==> config.mk <==
export PLATFORM = sky130hd
export DESIGN_NAME = hall_decoder
export DESIGN_NICKNAME = d
export VERILOG_FILES = /design/src/rtl/hall_decoder.sv
export SDC_FILE = /design/constraint.sdc
export NUM_CORES = 1
export LEC_CHECK = 0
export BUFFER_PORTS_ARGS = -buffer_cell sky130_fd_sc_hd__buf_2
export CAP_MARGIN = 20
export CELL_PAD_IN_SITES_DETAIL_PLACEMENT = 0
export CELL_PAD_IN_SITES_GLOBAL_PLACEMENT = 2
export CORE_MARGIN = 2
export CORE_UTILIZATION = 38
export CTS_BUF_LIST = sky130_fd_sc_hd__clkbuf_4 sky130_fd_sc_hd__clkbuf_8 sky130_fd_sc_hd__clkbuf_16
export CTS_CLUSTER_DIAMETER = 150
export CTS_CLUSTER_SIZE = 30
export DETAILED_ROUTE_END_ITERATION = 16
export PLACE_DENSITY = 0.76
export SYNTH_ARGS = -nofsm -noshare
export SYNTH_HDL_FRONTEND = slang
export SYNTH_SLANG_ARGS = --single-unit
==> constraint.sdc <==
create_clock -name clk_i -period 4 [get_ports clk_i]
set_input_delay 0.8 -clock clk_i [delete_from_list [all_inputs] [get_ports clk_i]]
set_output_delay 0.8 -clock clk_i [all_outputs]
set_load 0.01 [all_outputs]
==> src/rtl/hall_decoder.sv <==
// Hall-sensor commutation decoder: synchronizes and debounces {HA,HB,HC}, tracks the
// sector, counts signed steps, measures step period and flags stall and sensor faults.
module hall_decoder #(
  parameter int DEBOUNCE_CYCLES = 16,
  parameter int STALL_CYCLES    = 16777215
) (
  input  logic        clk_i,
  input  logic        rst_ni,
  input  logic [2:0]  hall_i,
  input  logic        fault_clr_i,
  output logic [2:0]  sector_o,
  output logic        sector_valid_o,
  output logic        dir_o,
  output logic        step_o,
  output logic [15:0] position_o,
  output logic [23:0] period_o,
  output logic        period_valid_o,
  output logic        stall_o,
  output logic        fault_o
);

  localparam int            CW        = $clog2(DEBOUNCE_CYCLES + 1);
  localparam logic [CW-1:0] DEB_LAST  = CW'(DEBOUNCE_CYCLES - 1);
  localparam logic [CW-1:0] DEB_MAX   = CW'(DEBOUNCE_CYCLES);
  localparam logic [23:0]   STALL_LIM = 24'(STALL_CYCLES);
  localparam logic [23:0]   TIMER_MAX = 24'hFF_FFFF;

  typedef enum logic {NOSYNC = 1'b0, TRACK = 1'b1} state_e;

  // {legal, sector}; 000 and 111 decode as illegal
  function automatic logic [3:0] decode(input logic [2:0] code);
    case (code)
      3'b101:  decode = {1'b1, 3'd0};
      3'b100:  decode = {1'b1, 3'd1};
      3'b110:  decode = {1'b1, 3'd2};
      3'b010:  decode = {1'b1, 3'd3};
      3'b011:  decode = {1'b1, 3'd4};
      3'b001:  decode = {1'b1, 3'd5};
      default: decode = {1'b0, 3'd0};
    endcase
  endfunction

  logic [1:0]    rst_pipe_q;
  logic          rst_core_n;
  logic [2:0]    sync1_q, sync2_q, cand_q, acc_code_q;
  logic          acc_valid_q;
  logic [CW-1:0] cnt_q, cnt_d;
  state_e        state_q;
  logic [2:0]    sector_q;
  logic          sector_valid_q, dir_q, step_q, period_valid_q, stall_q, fault_q;
  logic [15:0]   position_q;
  logic [23:0]   period_q, timer_q;
  logic          seen_q, armed_q;
  logic [3:0]    dec_s;
  logic [2:0]    sec_next_s, sec_prev_s;
  logic          accept_s, fwd_s, rev_s, stall_now_s;

  // Reset is asserted asynchronously but released only on a clock edge
  always_ff @(posedge clk_i or negedge rst_ni) begin
    if (!rst_ni) begin
      rst_pipe_q <= 2'b00;
    end else begin
      rst_pipe_q <= {rst_pipe_q[0], 1'b1};
    end
  end

  assign rst_core_n = rst_pipe_q[1];

  // Two-flop synchronizer followed by the debounce candidate register
  always_ff @(posedge clk_i or negedge rst_core_n) begin
    if (!rst_core_n) begin
      sync1_q <= 3'b000;
      sync2_q <= 3'b000;
      cand_q  <= 3'b000;
      cnt_q   <= '0;
    end else begin
      sync1_q <= hall_i;
      sync2_q <= sync1_q;
      cand_q  <= sync2_q;
      cnt_q   <= cnt_d;
    end
  end

  // Stability counter: restarts on any change, parks at DEBOUNCE_CYCLES so acceptance fires once
  always_comb begin
    cnt_d = cnt_q;
    if (sync2_q != cand_q) begin
      cnt_d = '0;
    end else if (cnt_q != DEB_MAX) begin
      cnt_d = cnt_q + CW'(1);
    end else begin
      cnt_d = cnt_q;
    end
  end

  assign accept_s    = (sync2_q == cand_q) && (cnt_q == DEB_LAST) &&
                       (!acc_valid_q || (sync2_q != acc_code_q));
  assign dec_s       = decode(sync2_q);
  assign sec_next_s  = (sector_q == 3'd5) ? 3'd0 : sector_q + 3'd1;
  assign sec_prev_s  = (sector_q == 3'd0) ? 3'd5 : sector_q - 3'd1;
  assign fwd_s       = (dec_s[2:0] == sec_next_s);
  assign rev_s       = (dec_s[2:0] == sec_prev_s);
  assign stall_now_s = (timer_q >= STALL_LIM);

  // Decoder FSM with step timer, period measurement, stall and sticky fault
  always_ff @(posedge clk_i or negedge rst_core_n) begin
    if (!rst_core_n) begin
      state_q        <= NOSYNC;
      sector_q       <= 3'd0;
      sector_valid_q <= 1'b0;
      dir_q          <= 1'b1;
      step_q         <= 1'b0;
      position_q     <= 16'd0;
      period_q       <= 24'd0;
      period_valid_q <= 1'b0;
      stall_q        <= 1'b0;
      fault_q        <= 1'b0;
      timer_q        <= 24'd0;
      acc_code_q     <= 3'b000;
      acc_valid_q    <= 1'b0;
      seen_q         <= 1'b0;
      armed_q        <= 1'b0;
    end else begin
      step_q <= 1'b0;
      if (timer_q != TIMER_MAX) begin
        timer_q <= timer_q + 24'd1;
      end
      if (fault_clr_i) begin
        fault_q <= 1'b0;
      end
      if (stall_now_s) begin
        stall_q        <= 1'b1;
        period_valid_q <= 1'b0;
        armed_q        <= 1'b0;
      end
      if (accept_s) begin
        acc_code_q  <= sync2_q;
        acc_valid_q <= 1'b1;
        if (!dec_s[3]) begin
          fault_q        <= 1'b1;
          sector_valid_q <= 1'b0;
          period_valid_q <= 1'b0;
          seen_q         <= 1'b0;
          armed_q        <= 1'b0;
          state_q        <= NOSYNC;
        end else begin
          case (state_q)
            NOSYNC: begin
              sector_q       <= dec_s[2:0];
              sector_valid_q <= 1'b1;
              period_valid_q <= 1'b0;
              timer_q        <= 24'd0;
              seen_q         <= 1'b0;
              armed_q        <= 1'b0;
              state_q        <= TRACK;
            end
            TRACK: begin
              sector_q <= dec_s[2:0];
              if (fwd_s || rev_s) begin
                step_q     <= 1'b1;
                dir_q      <= fwd_s;
                position_q <= fwd_s ? position_q + 16'd1 : position_q - 16'd1;
                timer_q    <= 24'd0;
                stall_q    <= 1'b0;
                seen_q     <= 1'b1;
                // armed only after a step that itself followed a step
                armed_q    <= seen_q;
                if (armed_q && !stall_q && !stall_now_s && (fwd_s == dir_q)) begin
                  period_q       <= timer_q + 24'd1;
                  period_valid_q <= 1'b1;
                end else begin
                  period_valid_q <= 1'b0;
                end
              end else begin
                fault_q        <= 1'b1;
                period_valid_q <= 1'b0;
                seen_q         <= 1'b0;
                armed_q        <= 1'b0;
              end
            end
            default: state_q <= NOSYNC;
          endcase
        end
      end
    end
  end

  assign sector_o       = sector_q;
  assign sector_valid_o = sector_valid_q;
  assign dir_o          = dir_q;
  assign step_o         = step_q;
  assign position_o     = position_q;
  assign period_o       = period_q;
  assign period_valid_o = period_valid_q;
  assign stall_o        = stall_q;
  assign fault_o        = fault_q;

endmodule

# After elaboration in Yosys (flattened, before gate mapping)
# Cells that the tools add are included.
[word_totals]
output_inout_bits = 49
inputBits = 6
regBits = 96
[classes]
reduce_logical = 17
n_mux = 40
addsub = 6
bitwise_logic = 1
eq_ne = 17
order_cmp = 1
[op_table]
columns = ["cell", "count"]
rows = [
  ["2-to-1 mux 24 bit", 4],
  ["one-hot mux 24 bit (2 select lines)", 1],
  ["2-to-1 mux 1 bit", 26],
  ["adder 24 x 1 -> 24 bit (second input constant)", 1],
  [">= comparator 24 bit (second input constant)", 1],
  ["inequality test 24 bit (second input constant)", 1],
  ["one-hot mux 4 bit (6 select lines)", 1],
  ["adder 16 x 1 -> 16 bit (second input constant)", 1],
  ["2-to-1 mux 16 bit", 1],
  ["subtractor 16 x 1 -> 16 bit (second input constant)", 1],
  ["equality test 3 bit (second input constant)", 4],
  ["2-to-1 mux 5 bit", 2],
  ["equality test 3 bit", 3],
  ["equality test 3 x 2 -> 1 bit (second input constant)", 2],
  ["2-to-1 mux 3 bit", 2],
  ["inequality test 3 bit", 2],
  ["one-hot mux 1 bit (2 select lines)", 3],
  ["adder 5 x 1 -> 5 bit (second input constant)", 1],
  ["equality test 5 x 4 -> 1 bit (second input constant)", 1],
  ["logical AND 1 bit", 5],
  ["inequality test 5 bit (second input constant)", 1],
  ["AND reduction 5 bit", 1],
  ["AND reduction 2 bit", 2],
  ["AND reduction 4 bit", 1],
  ["10 further kinds", 14],
]

# Depth between registers and ports, before layout
[logic_depth]
word_depth = 10
ltp_mapped = 12

# Worst setup path before layout
# Ideal clock, no wire load.
[synth_path]
path_type = "register to register"
startpoint = "register sector_q[0], in the netlist sector_o[0]"
endpoint = "register position_q[12], in the netlist position_o[12]"
required_time_ns = 3.875
setup_slack_ns = 0.919
path_stages_with_launch = 12
t_arrival_ns = 2.957
path_cell_list = "dfrtp_1 buf_2 or3b_1 a21oi_1 o32ai_4 ha_1 a21o_1 or3_1 o21ai_0 a32oi_1 xor2_1 mux2_2"
[synth_via]
elab_chain_cells = 5
[synth_rtl]
columns = ["item", "line", "source"]
rows = [
  ["from (decl)", "49", "logic [2:0] sector_q;"],
  ["from (signal assigned)", "149", "sector_q <= dec_s[2:0];"],
  ["from (signal assigned)", "158", "sector_q <= dec_s[2:0];"],
  ["adder 3 x 1 -> 3 bit (tied with other cells)", "99", "assign sec_next_s = (sector_q == 3'd5) ? 3'd0 : sector_q + 3'd1;"],
  ["2-to-1 mux 3 bit, on equally long branches", "99, 100", ""],
  ["equality test 3 bit, on equally long branches", "101, 102", ""],
  ["logical OR 1 bit", "159", "if (fwd_s || rev_s) begin"],
  ["AND reduction 4 bit (no source line)", "-", ""],
  ["to (signal assigned)", "162", "position_q <= fwd_s ? position_q + 16'd1 : position_q - 16'd1;"],
  ["to (decl)", "51", "logic [15:0] position_q;"],
]
# Parallel ways exist; a longest one is shown, timed or not.
# A chain may end at the register's enable or synchronous reset.

# Worst setup path in the final report
[layout_path]
startpoint = "register sync2_q[0]"
endpoint = "register position_q[12], in the netlist position_o[12]"
[layout_via]
elab_chain_cells = 5
[layout_rtl]
columns = ["item", "line", "source"]
rows = [
  ["from (decl)", "45", "logic [2:0] sync1_q, sync2_q, cand_q, acc_code_q;"],
  ["from (signal assigned)", "78", "sync2_q <= sync1_q;"],
  ["equality test 3 x 1 -> 1 bit (tied with other cells)", "32", "case (code)"],
  ["one-hot mux 4 bit (6 select lines) *", "32", ""],
  ["equality test 3 bit *", "101", "assign fwd_s = (dec_s[2:0] == sec_next_s);"],
  ["named net fwd_s", "56", "logic accept_s, fwd_s, rev_s, stall_now_s;"],
  ["logical OR 1 bit", "159", ""],
  ["AND reduction 4 bit (no source line)", "-", ""],
]
# Mark *: on every way through the listed nets, which the timed path passes. The rest lies on a longest branch.

==> metrics.yaml <==
period_minus_slack_ns: 3.49
synth_area_um2: 5040
met1_usage_pct: 21.6
synth-warning-count: 0
cts_tree: "built"
overflow: 0
finalSetupViolCount: 0
antenna_found_initial: 0
die_y_um: 119
grt_max_degree: 70
status: "completed"
crit_arrival_ns: 3.72
rsz0062_at_grt: "false"
async_reset_ff_share_pct: 100
start_util_pct: 38.5
syn_nets: 510
drc: 0
clock-sinks: 96
die_area_um2: 14200
clockBufferDepth: 2
power.leakage_nw: 2.81
cts_root_buf: "clkbuf_16"
portBuffers: 54
track_usage_pct: 16.0
syn_inst: 483
share_comb_of_total_power_pct: 4.2
ys_ff_latch: 96
ant_nets: 0
drt-wirelength-per-cell_um: 14.8
avgViaCountPerCell: 5.11
synth_edf_count: 0
relSlewSlack_pct: 33.0
fin_crit_sh_pct: 87.2
r2r_slack_ns: 0.51
finalClockSkew_ns: 0.00614
hold_violations: 0
diodes: 0
worstSetupPathType: "reg2reg"
fin_cells: 722
p_int_mw: 1.44
max-vdd-ir-drop_uv: 212
htree_levels: 3
grt_pass1_vias: 3745
rows: 42
synth-seq-area-share_pct: 47.7
fin_tns_setup_ns: 0
swShare_pct: 23.7
power.density_nw_per_um2: 326
grt_first_pass_wirelength_um: 18300
drt_iter0_markers: 171
power_frac_seq_pct: 52.8
grt.busiest_layer: "met2"
required_ns: 4.23
grt_use_met2_pct: 25.6
nFillCells: 1273
synth.area.top_cells: "dfrtp_1 (47%), mux2i_1 (5.2%), ha_1 (5.0%)"
finalMaxSlewViolations: 0
critPathLaunchType: "register"
worstMarginPinSlew_ns: 0.997
grt_use_met3_pct: 2.92
die_w_um: 119
switchingPower_mw: 0.447
avgSynthCellArea_um2: 10.4
core_region_area_um2: 13100
reg2reg_depth: 11
worstPathMaxFanout: 16
clk_latency_ns: 0.35
gp_congestion: 0.771
vias: 3687
worstHoldPathType: "in2async"
dp_hpwl_um: 7490
wirelength_um: 10700
cts_hold_buf: 0
post_cts_buffers: 0
cap_violations: 0
r2r_start: "sync2_q[0]$_DFF_PN0_"
path_clk_slew_ns: 0.07
drt_first_pass_iters: 4
synthToLayoutAreaGrowth_pct: 15.0
synth_cell_types: 57
nNetsFinal: 568
cp-end-kind: "register"
cts_resized: 0
dp_cells: 706
crit_start: "sync2_q[0]$_DFF_PN0_"
drive_above_1_share_pct: 19.8
clock_power_share_pct: 43.0
cts_buffers: 9
synth_top_area_share_pct: 47.2
timing.rr.end: "position_o[12]$_DFFE_PN0P_"
boundaryPins: 55
fmax_mhz: 287
synth_flop_cell: "dfrtp_1"
synth.largest_area_cell: "dfrtp_1"
==> worst max-delay path by stage <==
stage / endpoint / slack, ns / cells past startpoint
floorplan: position_o[12]$_DFFE_PN0P_ / 0.92 / 11
global placement: position_o[14]$_DFFE_PN0P_ / 0.60 / 11
detailed placement: position_o[12]$_DFFE_PN0P_ / 0.48 / 11
CTS: position_o[12]$_DFFE_PN0P_ / 0.45 / 11
global route: position_o[12]$_DFFE_PN0P_ / 0.19 / 11
finish: position_o[12]$_DFFE_PN0P_ / 0.51 / 11
==> sequential cells by signal, summed over array words and instances, names as in the netlist, 3 cells and up <==
| name | flops |
|---|---|
| sector_o | 3 |
| cand_q | 3 |
| sync2_q | 3 |
| period_o | 24 |
| acc_code_q | 3 |
| sync1_q | 3 |
| position_o | 16 |
| cnt_q | 5 |
| timer_q | 24 |
==> through the flow <==
step           utilization, %  hold slack, ns  setup slack [ns]  power [mW]  area, um2
3_5_place_dp             42.2           0.340             0.485        1.10       5520
5_1_grt                  44.3           0.216             0.193        1.97       5790
6_report                 44.3           0.227             0.512        1.89       5790
3_3_place_gp             42.2           0.335             0.597        1.10       5520
4_1_cts                  44.3           0.215             0.452        1.92       5790
2_1_floorplan               -           0.331             0.919        1.07       5040
==> kinds of logic after synthesis <==
family,count (synthesis),share of synthesized area (%)
and+or+nand+nor,129,12.4
DFF,96,47.7
AOI/OAI and AO/OA,88,11.9
buffers and inverters,53,4.39
xor gates and xnor gates,49,8.52
muxes,46,9.63
adders and majority gates,21,5.36
other,1,0.0744
==> area by class of cell <==
type	count	area [um2]	area share (%)
inverters	37	139	2.40
clock inverters	6	42.5	0.734
multi-input cells	334	2410	41.7
clock buffers	10	233	4.02
well taps	176	220	3.80
flip-flops and latches	96	2410	41.5
repair buffers	63	338	5.83
==> Yosys cell counts, types with 6 or more instances <==
library cell,n
dfrtp_1,95
a21oi_1,38
nor2_1,37
inv_1,35
nand2_1,34
xnor2_1,28
mux2i_1,26
xor2_1,21
ha_1,20
mux2_2,19
nand3_1,11
nor3_1,10
buf_2,9
o21ai_0,9
a21o_1,8
and3_1,7
nand4_1,7
nand2b_1,6
==> placed cells by master, fill, tap and decap left out, types with 20 or more instances in the layout <==
cell type / count
a21oi_1: 38
buf_2: 54
dfrtp_1: 94
ha_1: 20
inv_1: 35
mux2i_1: 26
nand2_1: 34
nor2_1: 37
xnor2_1: 28
xor2_1: 21
==> power groups by stage <==
stage / Sequential (mW) / Clock [mW] / Combinational, mW
floorplan: 1.01 / 0 / 0.0602
global placement: 1.02 / 0 / 0.0788
detailed placement: 1.02 / 0 / 0.0793
CTS: 0.999 / 0.842 / 0.0798
global route: 1.00 / 0.886 / 0.0882
finish: 0.997 / 0.812 / 0.0785
==> worst max-delay path: stages (launching register included) <==
cell,delay [ns]
dfrtp_1,0.65
nand2b_1,0.17
a21oi_1,0.10
o32ai_4,0.56
inv_2,0.17
fa_1,0.43
nand2b_1,0.18
a21oi_1,0.26
o21ai_0,0.19
a32oi_1,0.30
xor2_1,0.10
mux2_2,0.27
==> routing by layer <==
| metal | vias to the layer above | part of all wire (%) |
|---|---|---|
| met4 | 0 | 1.8 |
| met3 | 10 | 2.9 |
| met2 | 50 | 46 |
| met1 | 1831 | 49 |
| met5 | - | 0 |
| li1 | 1796 | - |
Power figures use the tool's default switching activity.
